File: config.mk
export PLATFORM = sky130hd
export DESIGN_NAME = bpsk_symbol_mapper
export DESIGN_NICKNAME = d
export VERILOG_FILES = /design/src/rtl/bpsk_pkg.sv /design/src/rtl/bpsk_symbol_mapper_sym_counter.sv /design/src/rtl/bpsk_symbol_mapper.sv
export SDC_FILE = /design/constraint.sdc
export NUM_CORES = 1
export LEC_CHECK = 0
export CAP_MARGIN = 15
export CORE_AREA = 2 2 39 41
export CTS_CLUSTER_SIZE = 28
export DETAILED_ROUTE_END_ITERATION = 8
export DIE_AREA = 0 0 41 43
export PLACE_DENSITY = 0.56
export SKIP_CTS_REPAIR_TIMING = 1
export SLEW_MARGIN = 30
export SYNTH_ARGS = -nofsm -noshare
export SYNTH_HDL_FRONTEND = slang
export SYNTH_SLANG_ARGS = --single-unit
File: constraint.sdc
create_clock -name clk -period 2.02 [get_ports clk]
set_clock_uncertainty 0.1 [all_clocks]
set_input_delay 0.404 -clock clk [delete_from_list [all_inputs] [get_ports clk]]
set_output_delay 0.404 -clock clk [all_outputs]
set_load 0.01 [all_outputs]
File: src/rtl/bpsk_pkg.sv
// Shared BPSK definitions: FSM state encoding and baseband symbol constants.
// Used by the symbol mapper and the digital up-converter so both agree on
// the signed antipodal symbol levels for a given baseband width.
package bpsk_pkg;

    typedef enum logic {
        IDLE   = 1'b0,
        ACTIVE = 1'b1
    } state_t;

    // Widest baseband supported by the constant helpers below.
    localparam int unsigned SYM_MAX_W = 32;

    // Idle level is zero at any width.
    localparam logic [SYM_MAX_W-1:0] SYM_ZERO = '0;

    // Low 'bwidth' bits set.
    function automatic logic [SYM_MAX_W-1:0] width_mask(input int unsigned bwidth);
        logic [SYM_MAX_W-1:0] ones;
        ones = '1;
        return ones >> (SYM_MAX_W - bwidth);
    endfunction

    // +1 : value 1 zero-extended to bwidth.
    function automatic logic [SYM_MAX_W-1:0] sym_pos(input int unsigned bwidth);
        return SYM_MAX_W'(1) & width_mask(bwidth);
    endfunction

    // -1 : all ones at bwidth.
    function automatic logic [SYM_MAX_W-1:0] sym_neg(input int unsigned bwidth);
        return width_mask(bwidth);
    endfunction

endpackage

File: src/rtl/bpsk_symbol_mapper_sym_counter.sv
// Mod-SPS sample counter with load-zero, increment and terminal-count output.
module sym_counter #(
    parameter  int SPS   = 16,
    localparam int CNT_W = $clog2(SPS)
) (
    input  logic             clk,
    input  logic             rst_n,
    input  logic             load_zero,
    input  logic             inc,
    output logic [CNT_W-1:0] cnt,
    output logic             tc
);

    assign tc = (cnt == CNT_W'(SPS - 1));

    // Load-zero has priority; increment never runs past SPS-1.
    always_ff @(posedge clk or negedge rst_n) begin
        if (!rst_n) begin
            cnt <= '0;
        end else if (load_zero) begin
            cnt <= '0;
        end else if (inc && !tc) begin
            cnt <= cnt + CNT_W'(1);
        end
    end

endmodule

File: src/rtl/bpsk_symbol_mapper.sv
// BPSK symbol mapper: takes a serial bit stream over valid/ready, maps each bit
// to a signed antipodal symbol and holds it for SPS sample cycles.
// Optional differential encoding is enabled by defining BPSK_DIFF_ENC_EN.
module bpsk_symbol_mapper
    import bpsk_pkg::*;
#(
    parameter int BWIDTH = 2,
    parameter int SPS    = 16
) (
    input  logic              clk,
    input  logic              rst_n,
    input  logic              bit_data,
    input  logic              bit_valid,
    output logic              bit_ready,
    output logic [BWIDTH-1:0] base_sig,
    output logic              sym_valid,
    output logic              sym_start,
    output logic              underrun
);

    localparam int CNT_W = $clog2(SPS);

    localparam logic [SYM_MAX_W-1:0] POS_FULL  = sym_pos(BWIDTH);
    localparam logic [SYM_MAX_W-1:0] NEG_FULL  = sym_neg(BWIDTH);
    localparam logic [BWIDTH-1:0]    SYM_POS_W = POS_FULL[BWIDTH-1:0];
    localparam logic [BWIDTH-1:0]    SYM_NEG_W = NEG_FULL[BWIDTH-1:0];
    localparam logic [BWIDTH-1:0]    SYM_ZERO_W = SYM_ZERO[BWIDTH-1:0];

    state_t            state_q;
    state_t            state_d;
    logic [CNT_W-1:0]  cnt;
    logic              tc;
    logic              sym_end;
    logic              transfer;
    logic              mapped;
    logic [BWIDTH-1:0] new_sym;
    logic              cnt_load;
    logic              cnt_inc;
    logic [BWIDTH-1:0] base_d;
    logic              sym_valid_d;
    logic              sym_start_d;
    logic              underrun_d;

    sym_counter #(
        .SPS (SPS)
    ) u_cnt (
        .clk       (clk),
        .rst_n     (rst_n),
        .load_zero (cnt_load),
        .inc       (cnt_inc),
        .cnt       (cnt),
        .tc        (tc)
    );

    assign sym_end   = (state_q == ACTIVE) && tc;
    assign bit_ready = (state_q == IDLE) || sym_end;
    assign transfer  = bit_valid && bit_ready;

`ifdef BPSK_DIFF_ENC_EN
    logic d_prev;

    assign mapped = bit_data ^ d_prev;

    // Differential reference: follows each transferred symbol, restarts at 0 per burst.
    always_ff @(posedge clk or negedge rst_n) begin
        if (!rst_n) begin
            d_prev <= 1'b0;
        end else if (transfer) begin
            d_prev <= mapped;
        end else if (state_q == ACTIVE && state_d == IDLE) begin
            d_prev <= 1'b0;
        end
    end
`else
    assign mapped = bit_data;
`endif

    assign new_sym = mapped ? SYM_NEG_W : SYM_POS_W;

    // Next-state and next-output decode; pulses default low.
    always_comb begin
        state_d     = state_q;
        base_d      = base_sig;
        sym_valid_d = sym_valid;
        sym_start_d = 1'b0;
        underrun_d  = 1'b0;
        cnt_load    = 1'b0;
        cnt_inc     = 1'b0;
        case (state_q)
            IDLE: begin
                if (transfer) begin
                    state_d     = ACTIVE;
                    cnt_load    = 1'b1;
                    base_d      = new_sym;
                    sym_valid_d = 1'b1;
                    sym_start_d = 1'b1;
                end
            end
            ACTIVE: begin
                if (!tc) begin
                    cnt_inc = 1'b1;
                end else if (transfer) begin
                    cnt_load    = 1'b1;
                    base_d      = new_sym;
                    sym_start_d = 1'b1;
                end else begin
                    state_d     = IDLE;
                    cnt_load    = 1'b1;
                    base_d      = SYM_ZERO_W;
                    sym_valid_d = 1'b0;
                    underrun_d  = 1'b1;
                end
            end
            default: begin
                state_d = IDLE;
            end
        endcase
    end

    // State and registered outputs.
    always_ff @(posedge clk or negedge rst_n) begin
        if (!rst_n) begin
            state_q   <= IDLE;
            base_sig  <= '0;
            sym_valid <= 1'b0;
            sym_start <= 1'b0;
            underrun  <= 1'b0;
        end else begin
            state_q   <= state_d;
            base_sig  <= base_d;
            sym_valid <= sym_valid_d;
            sym_start <= sym_start_d;
            underrun  <= underrun_d;
        end
    end

endmodule

==> metrics, run 1 <==
Yosys top cell by area dfrtp_1; Residual DRC 0; MaxCap Viol Count 0; IO Port Bufs 9; max frequency 553 MHz; Via-to-Cell Ratio 4.72; Synthesized Nets 50; largest net degree at the start of global routing 15; initial antenna violation count 0; CP Class register to register; clk_lat worst skew 0.27 ns; RD Place Congestion 0.699; CP startpoint kind register; Synth Area in Adders 5.41%; initial core utilization 33.5%; area fraction in compound gates after synthesis 13.8%; crit-path cells ha_2, nand3_2, buf_4, a21oi_1, inv_1, ha_1, o21ai_1, o21ai_1; Core Area 1380 µm²; syn avg cell area 10.5 µm²; global-route wire length before repair 1500 µm; Slowest cell on crit path dfrtp_1; CTS max path bufs 2; Synth warnings 0; synth top area cells dfrtp_1 (54%), ha_1 (5.4%), nand2_1 (4.9%), mux2i_1 (4.3%), nand3_1 (3.2%); simple-gate area share of the yosys netlist 17.0%; Synth Area in XOR/XNOR 1.89%; Final Instance Area 639 µm²; # setup viols final 0; leak pwr 0.308 nW; I/O pin count 10; most common cell in the netlist dfrtp_1; clock sinks 10; row count 14; PD cells 1380 nW/µm²; Pre-antenna DRT Iters 4; Die X 41 µm; Detailed Place HPWL 610 µm; RR Startpoint u_cnt.cnt[0]; slowest cell delay on critical path 0.39 ns; worst hold path class input pin to asynchronous set/reset pin; Tmin final 1.81 ns; Reg clk slew, reported paths 0.07 ns; routed via count 359; Final #Nets 67; VDD IR max 698 µV; Fin. Hold Viols 0; fin worst setup slack 0.211 ns; Worst path top cell family by delay adder cells; Crit Path Max Fanout 7; Die Ht 43 µm; Critical Path RT 2.07 ns; Post-synth top cells dfrtp_1 (10), nand2_1 (6), inv_1 (3), nand3_1 (3), nor2_1 (3); initial DRC count 4; fin crit share 89.6%; CTS tree yes; total wire length 895 µm; #FFs+latches synth 10; main combinational cell family by area after synthesis simple AND/OR/NAND/NOR gates; Critical Path AT 1.86 ns; area growth from synthesis to layout 38.1%; DRT antenna net count 0; EDFF count, synth 0; r2r setup slk 0.21 ns; ANT cells 0; CTS Buf Count 3; Post-DP Area 591 µm²; ratio of cells with drive above 1 in the final layout 20.0%; final max-slew violation count 0; unrepaired setup endpoints after global routing no; die footprint 1760 µm²; Root Buffer clkbuf_4; cell mode on critical path o21ai_1; Netlist Area Pre-Place 463 µm²; Max H-tree Level 1; dpl ws 0.117 ns; Async S/R FF share, synth 100%; post-synthesis cell type count 21; Mapped Cells 44; mux contribution to synthesized area 4.32%; Setup crit end kind register; Avg WL per Cell 11.8 µm; ys flop type dfrtp_1; FF-to-FF End sym_valid; GRT Total Usage 13.9%; critical path startpoint u_cnt.cnt[0]; reg2reg path depth 8; GRT overflow 0; Synth top area share 54.1%; relative slew slack 68.6%; outcome finished clean; vias in the first global route 330; Bufs and invs on worst path 2; post-synthesis sequential area ratio 54.1%; slew of the pin with the lowest slew margin 0.470 ns
-- through the flow --
step | TNS [ns] | power [mW] | util [%] | hold slack (ns) | std cells
3_3_place_gp | 0 | 0.688 | 42.7 | 0.390 | 71
3_5_place_dp | 0 | 0.693 | 42.7 | 0.401 | 71
4_1_cts | -0.0911 | 0.878 | 45.3 | 0.370 | 75
5_1_grt | 0 | 0.944 | 46.2 | 0.405 | 76
6_report | 0 | 0.885 | 46.2 | 0.355 | 76
2_1_floorplan | 0 | 0.557 | - | 0.00841 | 44
-- kinds of logic after synthesis --
group / after synthesis
AND/OR/NAND/NOR: 16
flip-flops: 10
AO/OA/AOI/OAI: 9
buffers and inverters: 4
multiplexers: 2
adder cells (fa/ha/maj): 2
XOR/XNOR: 1
-- per-layer routing --
| metal | global-route usage, % | wire (µm) | up-vias |
|---|---|---|---|
| li1 | - | - | 186 |
| met1 | 19.5 | 456 | 161 |
| met2 | 15.3 | 356 | 8 |
| met3 | 4.71 | 38 | 4 |
| met4 | 14.0 | 44 | 0 |
| met5 | 0 | 0 | - |
-- cell usage in the layout (no fill, tap or decap), types with 2 or more instances in the layout --
master	netlist	routed
buf_4	0	4
inv_1	3	3
nor2_1	3	3
clkdlybuf4s50_1	0	8
mux2i_1	2	2
clkbuf_4	0	3
nand3_1	3	3
dfrtp_1	10	10
o21ai_1	2	2
nand2_1	6	6
-- flip-flops by register name, indices dropped and copies added, names as in the netlist --
name / cells
sym_start: 1
underrun: 1
sym_valid: 1
u_cnt.cnt: 4
state_q: 1
base_sig: 2
-- power by group --
part	internal, mW	switching, mW	leakage, nW
Sequential	0.280	0.0621	0.122
Clock	0.110	0.0722	0.0210
Combinational	0.214	0.147	0.164
Total	0.603	0.282	0.308
-- how the worst max path moves through the flow --
stage / to / cells past startpoint
detailed placement: sym_valid / 7
floorplan: sym_valid / 7
finish: sym_valid / 8
CTS: bit_ready / 4
global route: sym_valid / 8
global placement: sym_valid / 7
-- cell type report --
type,count,area (µm²)
fill,144,744
sequential,10,250
multi-input combinational,30,199
timing repair buffer,13,123
clock buffer,4,36.3
tap,16,20.0
inverter,3,11.3
Note: power is estimated with default switching activity, not from simulation.
==> inputs of run 2 (changes only) <==
- CTS_CLUSTER_DIAMETER: unset -> 200
- GPL_ROUTABILITY_DRIVEN: unset -> 0
==> results of run 2 <==
Final layout, timing and power as in run 1 (identical DEF).
